--- src/rtl/fib_gen_bcd_pkg.sv ---
// Shared types for the BCD Fibonacci generator: FSM states and the BCD digit type.
package fib_pkg;

  localparam int BCD_W = 4;

  typedef enum logic [1:0] {
    IDLE = 2'd0,
    EMIT = 2'd1,
    ADD  = 2'd2,
    FIN  = 2'd3
  } state_t;

  typedef logic [BCD_W-1:0] bcd_digit_t;

endpackage

--- src/rtl/fib_gen_bcd_if.sv ---
// Term output stream of the BCD Fibonacci generator (valid/ready with last marker).
interface fib_gen_bcd_if #(
  parameter int DIGITS = 4
) ();

  logic [4*DIGITS-1:0] out_bcd;
  logic                out_valid;
  logic                out_ready;
  logic                out_last;

  modport master (output out_bcd, output out_valid, output out_last, input out_ready);
  modport slave  (input out_bcd, input out_valid, input out_last, output out_ready);

endinterface

--- src/rtl/fib_gen_bcd_adder.sv ---
// Single-digit BCD adder; the generator reuses one instance across every ADD cycle.
module bcd_digit_adder
  import fib_pkg::*;
(
  input  bcd_digit_t a,
  input  bcd_digit_t b,
  input  logic       cin,
  output bcd_digit_t sum,
  output logic       cout
);

  logic [BCD_W:0] raw_s;

  // Binary digit sum, then +6 correction whenever it leaves the 0..9 range
  always_comb begin
    raw_s = {1'b0, a} + {1'b0, b} + {4'b0000, cin};
    if (raw_s > 5'd9) begin
      sum  = raw_s[BCD_W-1:0] + 4'd6;
      cout = 1'b1;
    end else begin
      sum  = raw_s[BCD_W-1:0];
      cout = 1'b0;
    end
  end

endmodule

--- src/rtl/fib_gen_bcd.sv ---
// BCD Fibonacci term generator: emits F(0), F(1), ... one per handshake, adding digit-serially.
// Stops after n_terms terms or when the next term would need more than DIGITS digits.
module fib_gen_bcd
  import fib_pkg::*;
#(
  parameter int DIGITS = 4
) (
  input  logic                clk,
  input  logic                reset,
  input  logic                start,
  input  logic [7:0]          n_terms,
  fib_gen_bcd_if.master       out_if,
  output logic                busy,
  output logic                done,
  output logic                overflow
);

  localparam int W  = BCD_W * DIGITS;
  localparam int DW = (DIGITS > 1) ? $clog2(DIGITS) : 1;

  state_t            state_r, state_s;
  logic [W-1:0]      a_r, b_r;
  logic [W-BCD_W-1:0] sum_r;
  logic [W-1:0]      sum_w_s;
  logic              b_ovf_r, carry_r, overflow_r;
  logic [7:0]        cnt_r, n_lat_r;
  logic [DW-1:0]     dig_r;
  bcd_digit_t        sum_dig_s;
  logic              cout_s, last_s, hs_s, last_dig_s;

  // a_r and b_r rotate one digit per ADD cycle, so the active digit is always at [3:0]
  bcd_digit_adder u_add (
    .a    (a_r[BCD_W-1:0]),
    .b    (b_r[BCD_W-1:0]),
    .cin  (carry_r),
    .sum  (sum_dig_s),
    .cout (cout_s)
  );

  assign sum_w_s    = {sum_dig_s, sum_r};
  assign last_s     = (cnt_r == (n_lat_r - 8'd1)) || b_ovf_r;
  assign hs_s       = (state_r == EMIT) && out_if.out_ready;
  assign last_dig_s = (dig_r == DW'(DIGITS - 1));

  // Next-state decode
  always_comb begin
    state_s = state_r;
    case (state_r)
      IDLE: begin
        if (start) state_s = (n_terms != 8'd0) ? EMIT : FIN;
        else       state_s = IDLE;
      end
      EMIT: begin
        if (hs_s) state_s = last_s ? FIN : ADD;
        else      state_s = EMIT;
      end
      ADD: begin
        if (last_dig_s) state_s = EMIT;
        else            state_s = ADD;
      end
      FIN:     state_s = IDLE;
      default: state_s = IDLE;
    endcase
  end

  // State register
  always_ff @(posedge clk) begin
    if (reset) state_r <= IDLE;
    else       state_r <= state_s;
  end

  // Term registers, counters and digit-serial sum accumulation
  always_ff @(posedge clk) begin
    if (reset) begin
      a_r        <= '0;
      b_r        <= '0;
      sum_r      <= '0;
      b_ovf_r    <= 1'b0;
      carry_r    <= 1'b0;
      overflow_r <= 1'b0;
      cnt_r      <= 8'd0;
      n_lat_r    <= 8'd0;
      dig_r      <= '0;
    end else begin
      case (state_r)
        IDLE: begin
          if (start) begin
            a_r        <= '0;
            b_r        <= W'(1);
            b_ovf_r    <= 1'b0;
            cnt_r      <= 8'd0;
            n_lat_r    <= n_terms;
            overflow_r <= 1'b0;
          end
        end
        EMIT: begin
          if (hs_s) begin
            if (last_s) begin
              if (b_ovf_r && (cnt_r != (n_lat_r - 8'd1))) overflow_r <= 1'b1;
            end else begin
              cnt_r   <= cnt_r + 8'd1;
              dig_r   <= '0;
              carry_r <= 1'b0;
            end
          end
        end
        ADD: begin
          carry_r <= cout_s;
          dig_r   <= dig_r + DW'(1);
          if (last_dig_s) begin
            // b_r has completed its rotation and is back in natural digit order
            a_r     <= {b_r[BCD_W-1:0], b_r[W-1:BCD_W]};
            b_r     <= sum_w_s;
            b_ovf_r <= cout_s;
          end else begin
            a_r   <= {a_r[BCD_W-1:0], a_r[W-1:BCD_W]};
            b_r   <= {b_r[BCD_W-1:0], b_r[W-1:BCD_W]};
            sum_r <= sum_w_s[W-1:BCD_W];
          end
        end
        default: begin
          cnt_r <= cnt_r;
        end
      endcase
    end
  end

  assign out_if.out_valid = (state_r == EMIT);
  assign out_if.out_bcd   = a_r;
  assign out_if.out_last  = (state_r == EMIT) && last_s;
  assign busy             = (state_r != IDLE);
  assign done             = (state_r == FIN);
  assign overflow         = overflow_r;

endmodule
--- src/flat_wrapper.sv ---
// flat-port wrapper written by rule: the top's interface ports become plain ports
module fib_gen_bcd_flat import fib_pkg::*;
#(
  parameter int DIGITS = 4
)
  (clk, reset, start, n_terms, busy, done, overflow, out_if_out_bcd, out_if_out_valid, out_if_out_last, out_if_out_ready);
  fib_gen_bcd_if #(.DIGITS(DIGITS)) out_if_i ();
  input  logic clk;
  input  logic reset;
  input  logic start;
  input  logic [7:0] n_terms;
  output logic busy;
  output logic done;
  output logic overflow;
  output wire logic [$bits(out_if_i.out_bcd)-1:0] out_if_out_bcd;
  output wire logic [$bits(out_if_i.out_valid)-1:0] out_if_out_valid;
  output wire logic [$bits(out_if_i.out_last)-1:0] out_if_out_last;
  input wire logic [$bits(out_if_i.out_ready)-1:0] out_if_out_ready;
  assign out_if_out_bcd = out_if_i.out_bcd;
  assign out_if_out_valid = out_if_i.out_valid;
  assign out_if_out_last = out_if_i.out_last;
  assign out_if_i.out_ready = out_if_out_ready;
  fib_gen_bcd #(.DIGITS(DIGITS)) u_core (.clk(clk), .reset(reset), .start(start), .n_terms(n_terms), .out_if(out_if_i), .busy(busy), .done(done), .overflow(overflow));
endmodule
--- config.mk ---
export PLATFORM = sky130hd
export DESIGN_NAME = fib_gen_bcd_flat
export DESIGN_NICKNAME = d
export VERILOG_FILES = /design/src/rtl/fib_gen_bcd_pkg.sv /design/src/rtl/fib_gen_bcd_if.sv /design/src/rtl/fib_gen_bcd_adder.sv /design/src/rtl/fib_gen_bcd.sv /design/src/flat_wrapper.sv
export SDC_FILE = /design/constraint.sdc
export NUM_CORES = 1
export LEC_CHECK = 0
export ABC_AREA = 1
export BUFFER_PORTS_ARGS = -buffer_cell sky130_fd_sc_hd__buf_2
export CAP_MARGIN = 30
export CORE_ASPECT_RATIO = 1.5
export CORE_MARGIN = 2
export CORE_UTILIZATION = 34
export DETAILED_ROUTE_END_ITERATION = 10
export GPL_TIMING_DRIVEN = 0
export PLACE_DENSITY_LB_ADDON = 0.1
export SYNTH_ARGS = -nofsm -noshare
export SYNTH_HDL_FRONTEND = slang
export SYNTH_SLANG_ARGS = --single-unit
--- constraint.sdc ---
create_clock -name clk -period 2.4 [get_ports clk]
set_clock_uncertainty 0.05 [all_clocks]
set_input_delay 0.36 -clock clk [delete_from_list [all_inputs] [get_ports clk]]
set_output_delay 0.36 -clock clk [all_outputs]
set_load 0.01 [all_outputs]
After elaboration in Yosys (flattened, before gate mapping):

Index checks and enable logic that the tools add are counted.

* flip-flop bits (word level): 67
* input bits: 12
* logic and storage cells: 78

* $add $sub $neg: 6
* $lt $le $gt $ge: 1
* equal/unequal tests: 12
* mux-type cells: 31
* bitwise logic cells: 1
* reduce and logical (&&, ||, !) cells: 17

Operator list (number)
* $mux 16: 4
* $pmux 16 s2: 2
* $mux 8: 3
* $pmux 8 s2: 1
* $mux 2: 6
* $mux 1: 9
* $add 8x1->8 const B: 1
* $eq 8x8->1: 1
* $ne 2x1->1 const B: 4
* $ne 8x8->1: 1
* $pmux 2 s4: 1
* $reduce_bool 2->1: 4
* $reduce_bool 8->1: 1
* $sub 8x1->8 const B: 1
* $eq 2x2->1 const B: 3
* $pmux 1 s2: 3
* $reduce_and 2->1: 3
* $reduce_and 3->1: 2
* $add 4x4->5: 1
* $add 5x1->5: 1
* $gt 5x4->1 const B: 1
* $reduce_and 5->1: 1
* $add 4x3->4 const B: 1
* $mux 4: 1
* 9 further kinds: 12

Logic depth before layout (Yosys ltp):

* depth in word-level cells: 7
* depth in mapped cells: 16
* mapped depth without buffers: 16

Cells and area by module:

Synthesis repeated with hierarchy kept, for this count alone.

* cells, all modules: 493
* area total of the unflattened synthesis: 3534.6 µm²

By module, submodules not included
* fib_gen_bcd: times used 1, cells each 446, area an instance 3234.4 µm²
* bcd_digit_adder: times used 1, cells each 47, area an instance 300.3 µm²

Least setup slack after synthesis:

No wires, ideal clock.

* path kind: register to register
* from: reg u_core.a_r[0], in the netlist u_core.out_if.out_bcd[0]
* to: reg u_core.sum_r[10]
* setup time: 0.115 ns
* arrival time: 2.297 ns
* data required time: 2.235 ns
* slack: -0.063 ns
* cell stages (with the launch flop): 12
* buffers on the path: 0
* period minus slack after synthesis: 2.463 ns
* path through: dfxtp_1 fa_1 fa_1 xnor2_1 ha_1 nand2_1 nand3_1 nand2_1 nand2_1 o21ai_0 o21ai_0 inv_1

* word-level cells in the longest chain between the ends: 4
* elaborated cells on any way between the ends: 5
* classes of those cells: add/sub (3); order compare (1); mux (1)

RTL lines
* start, declared: line fib_gen_bcd.sv:22 `logic [W-1:0] a_r, b_r;`
* start signal, assigned: line fib_gen_bcd.sv:112 `a_r <= {b_r[BCD_W-1:0], b_r[W-1:BCD_W]};`
* start signal, assigned: line fib_gen_bcd.sv:116 `a_r <= {a_r[BCD_W-1:0], a_r[W-1:BCD_W]};`
* $add 4x4->5 (*): line fib_gen_bcd_adder.sv:16 `raw_s = {1'b0, a} + {1'b0, b} + {4'b0000, cin};`
* $add 5x1->5 (*): line fib_gen_bcd_adder.sv:16
* $add 4x3->4 / $gt 5x4->1 (equally long branches): line fib_gen_bcd_adder.sv:18, fib_gen_bcd_adder.sv:17
* $mux 4 (*): line fib_gen_bcd_adder.sv:17 `if (raw_s > 5'd9) begin`
* end signal, assigned: line fib_gen_bcd.sv:118 `sum_r <= sum_w_s[W-1:BCD_W];`
* end, declared: line fib_gen_bcd.sv:23 `logic [W-BCD_W-1:0] sum_r;`

Mark *: on every way between the ends. The rest lies on a longest branch, timed or not.
A chain may end at the register's enable or synchronous reset.

Final worst setup path:

* from: reg u_core.carry_r
* to: reg u_core.sum_r[9]

* word-level cells in the longest chain between the ends: 3
* elaborated cells on any way between the ends: 4
* classes of those cells: add/sub (2); order compare (1); mux (1)

RTL lines
* start, declared: line fib_gen_bcd.sv:25 `logic b_ovf_r, carry_r, overflow_r;`
* start signal, assigned: line fib_gen_bcd.sv:108 `carry_r <= cout_s;`
* $add 5x1->5 (*): line fib_gen_bcd_adder.sv:16
* $add 4x3->4 / $gt 5x4->1 (equally long branches): line fib_gen_bcd_adder.sv:18, fib_gen_bcd_adder.sv:17
* $mux 4 (*): line fib_gen_bcd_adder.sv:17

Marks and branches as above.

==> key figures <==
Outcome
  – Outcome: finished with violations
  – Failing checks: design-rule violations, negative setup slack

STA
  – Highest Clock Rate: 0.4089 GHz
  – Tcrit/Tclk final: 1.019
  – Slew HR: 0.6165
  – Post-Route Setup TNS: -0.1140 ns
  – Hold slack: 0.2494 ns
  – Worst Slack Setup Final: -0.04574 ns
  – Hold Fails Final Rpt: 0
  – Final setup viols: 4
  – Max-slew violation count: 0
  – RSZ-0062 raised after global routing: yes
  – Final Critical Period: about 2.4 ns
  – Worst-Margin Slew: 0.5752 ns

Clock tree
  – CTS Buf Count: 9
  – CTS tree: built
  – H-tree levels: 3
  – Root buf cell: clkbuf_16
  – Clk slew on worst S/H paths: 0.06 ns
  – CTS sink cnt: 67
  – Worst skew pair latency: 0.33 ns
  – Clock Tree Buf Depth: 2
  – Hold_buf cts: 0

Logic synthesis
  – Synth top area share: 0.3931
  – Number of synthesized flops with an enable pin: 0
  – Synth top cells by count: 67 x dfxtp_1, 63 x nand2_1, 56 x o21ai_0
  – Asr flop ratio synth: 0
  – YS warnings: 0
  – Syn_area_per_cell: roughly 7.5 um2
  – Top-count cell post-synth: dfxtp_1
  – Count of different cell masters after synthesis: 36
  – Yosys top cell by area: dfxtp_1
  – Number of register bits inferred by synthesis: 67
  – Syn_nets: 483
  – Post-Syn Area: 3412 um2
  – Ys flop type: dfxtp_1
  – Post-synthesis sequential area ratio: 0.3931
  – Synth top area cells: dfxtp_1 39%, o21ai_0 8.2%, a21oi_1 7.6%, nand2_1 6.9%, a22oi_1 5.9%
  – Cell count after synthesis: about 460

Pwr
  – Total leakage power: 1.747 nW
  – Pwr Density: 715.7 nW/um2
  – VDD IR max: around 0.34 mV

Finish
  – Layout cells sized above 1: 0.2039
  – Synth-to-layout area growth: 23.36%
  – Final net count: 537
  – N_diodes: 0
  – Layout Utilization: 0.4319
  – Post-Layout Inst Area: approximately 4200 um2

Floorplanning
  – Die Height: around 130 um
  – Core area: about 10000 um2
  – Initial Util: 0.3502
  – Die width: about 86 um
  – I/O pin cnt: 33
  – Overall die area: 10870 um2
  – Row cnt: 44

GRT
  – Global Route met2 Usage: 0.3575
  – Vias in the first global route: 3162
  – Grt met1 use: 0.2370
  – GR Overflow Total: 0
  – First-pass GRT wire length: approximately 17 mm
  – Gr usage total: 0.1982
  – Antenna violations before repair: 0
  – Grt met3 use: 0.03058
  – Largest net degree at the start of global routing: 11
  – Most used routing layer: met2

Worst setup path
  – Critical path required time: 2.57 ns
  – Startpoint types: flip-flop
  – CP max stage delay: ~0.58 ns
  – Worst path cell trace: fa_2, fa_2, inv_4, ha_2, nand2_2, nand3_4, nand2_4, nand2_2, nand2_2, nand2_1, o211ai_1, inv_1
  – WS Path Type: reg2reg
  – Worst path most repeated cell: nand2_2
  – Critical Path AT: ~2.6 ns
  – Worst setup EP type: flip-flop
  – CP max-delay cell: fa_2
  – CP max FO: 5

Run
  – Max cap viols: 0

Routing
  – WL/cell: 16.29 um
  – Antenna-violating nets left: 0
  – Post-Route WL: 10.26 mm
  – 1st-iter DRT viols: ~160
  – Drt via density: 5.138
  – Drc violations: 1
  – Drt first pass iters: 9
  – Vias: 3237

Place
  – GPL Wtd Cong: 0.8287
  – Placed cell area: roughly 3700 um2
  – Pre-CTS setup slack: -0.4068 ns
  – Hpwl dp: ~7.6 mm
  – IO buf count: 32

Hold path
  – Hold Crit Class: in2reg
[critical path, delay by kind of cell, from the launching register on]
family / cells / cell delay, ns
buf+inv: 2 / 0.11
flops: 1 / 0.36
compound gates: 1 / 0.09
simple gates: 6 / 0.51
fa+ha+maj: 3 / 1.20
[path summary, 6_finish.rpt]
path,startpoint,to,slack (ns),cells past startpoint
worst min register to register,u_core.overflow,u_core.overflow,0.41,2
worst max-delay path,u_core.carry_r,u_core.sum_r[9],-0.05,12
worst max register to register,u_core.carry_r,u_core.sum_r[9],-0.05,12
worst min-delay path,n_terms[5],u_core.n_lat_r[5],0.25,3
[cells in the final DEF (no fill, tap or decap), types with 2 or more instances in the layout]
| master | synthesis | final |
|---|---|---|
| nand3_2 | 1 | 2 |
| clkinv_1 | 3 | 2 |
| a21oi_2 | 0 | 2 |
| ha_1 | 12 | 9 |
| inv_1 | 33 | 31 |
| nand3_1 | 28 | 25 |
| a211oi_1 | 2 | 2 |
| nand3_4 | 0 | 2 |
| fa_2 | 0 | 2 |
| nor2_2 | 4 | 5 |
| xor2_1 | 9 | 9 |
| a31oi_1 | 3 | 3 |
| xnor2_1 | 6 | 5 |
| clkbuf_1 | 19 | 21 |
| nor2_1 | 46 | 44 |
| buf_4 | 2 | 12 |
| o21ai_0 | 56 | 53 |
| nand2_2 | 3 | 9 |
| a21oi_1 | 52 | 50 |
| nor3b_1 | 2 | 2 |
| nor2_4 | 1 | 2 |
| dfxtp_2 | 0 | 2 |
| o21ai_1 | 1 | 3 |
| nand2_4 | 2 | 4 |
| buf_2 | 1 | 33 |
| clkinv_2 | 0 | 3 |
| dfxtp_4 | 0 | 2 |
| clkbuf_16 | 0 | 9 |
| ha_4 | 0 | 2 |
| inv_2 | 2 | 4 |
| dfxtp_1 | 67 | 63 |
| a22oi_1 | 27 | 27 |
| nand2_1 | 63 | 55 |
| buf_6 | 1 | 2 |
[kinds of logic after synthesis]
family,after synthesis,share of synthesized area
AO/OA/AOI/OAI,145,0.2380
XOR/XNOR,15,0.03851
adder cells (fa/ha/maj),14,0.05574
buffers and inverters,63,0.07847
flip-flops,67,0.3931
AND/OR/NAND/NOR,153,0.1962
[area by class of cell]
type	count	area, um2
Multi-Input combinational cell	327	1936
Fill cell	1013	5535
Tap cell	115	143.9
Sequential cell	67	1351
Clock inverter	3	15.01
Buffer	24	107.6
Clock buffer	12	246.5
Inverter	39	162.7
Timing Repair Buffer	43	246.5
[metal layers]
layer / part of all wire / up-vias
li1: - / 1664
met1: 0.42 / 1506
met2: 0.54 / 57
met3: 0.026 / 10
met4: 0.013 / 0
met5: 0 / -
[where the power goes]
group / leakage, nW / switching [W] / internal [W]
Combinational: 1.06 / 0.000337 / 0.000234
Sequential: 0.551 / 0.0000652 / 0.00118
Clock: 0.132 / 0.000483 / 0.000717
[stage by stage]
step                      power (W)  cells
after floorplan            0.001566    457
after global placement     0.001709    604
after detailed placement   0.001715    604
after CTS                  0.002965    626
after global routing       0.003154    630
final                      0.003013    630
[sequential cells by signal (all words and copies together) (netlist names)]
name and count:
u_core.out_if.out_bcd 16, u_core.dig_r 2, u_core.cnt_r 8, u_core.b_ovf_r 1, u_core.carry_r 1, u_core.n_lat_r 8, u_core.state_r 2, u_core.sum_r 12
u_core.overflow 1, u_core.b_r 16
[what timing repair did]
item	CTS	global route
pin swaps	9	9
resized for setup	22	21
buffers inserted	7	4
endpoints found under the setup margin	11	46
(Power assumes the default switching activity.)
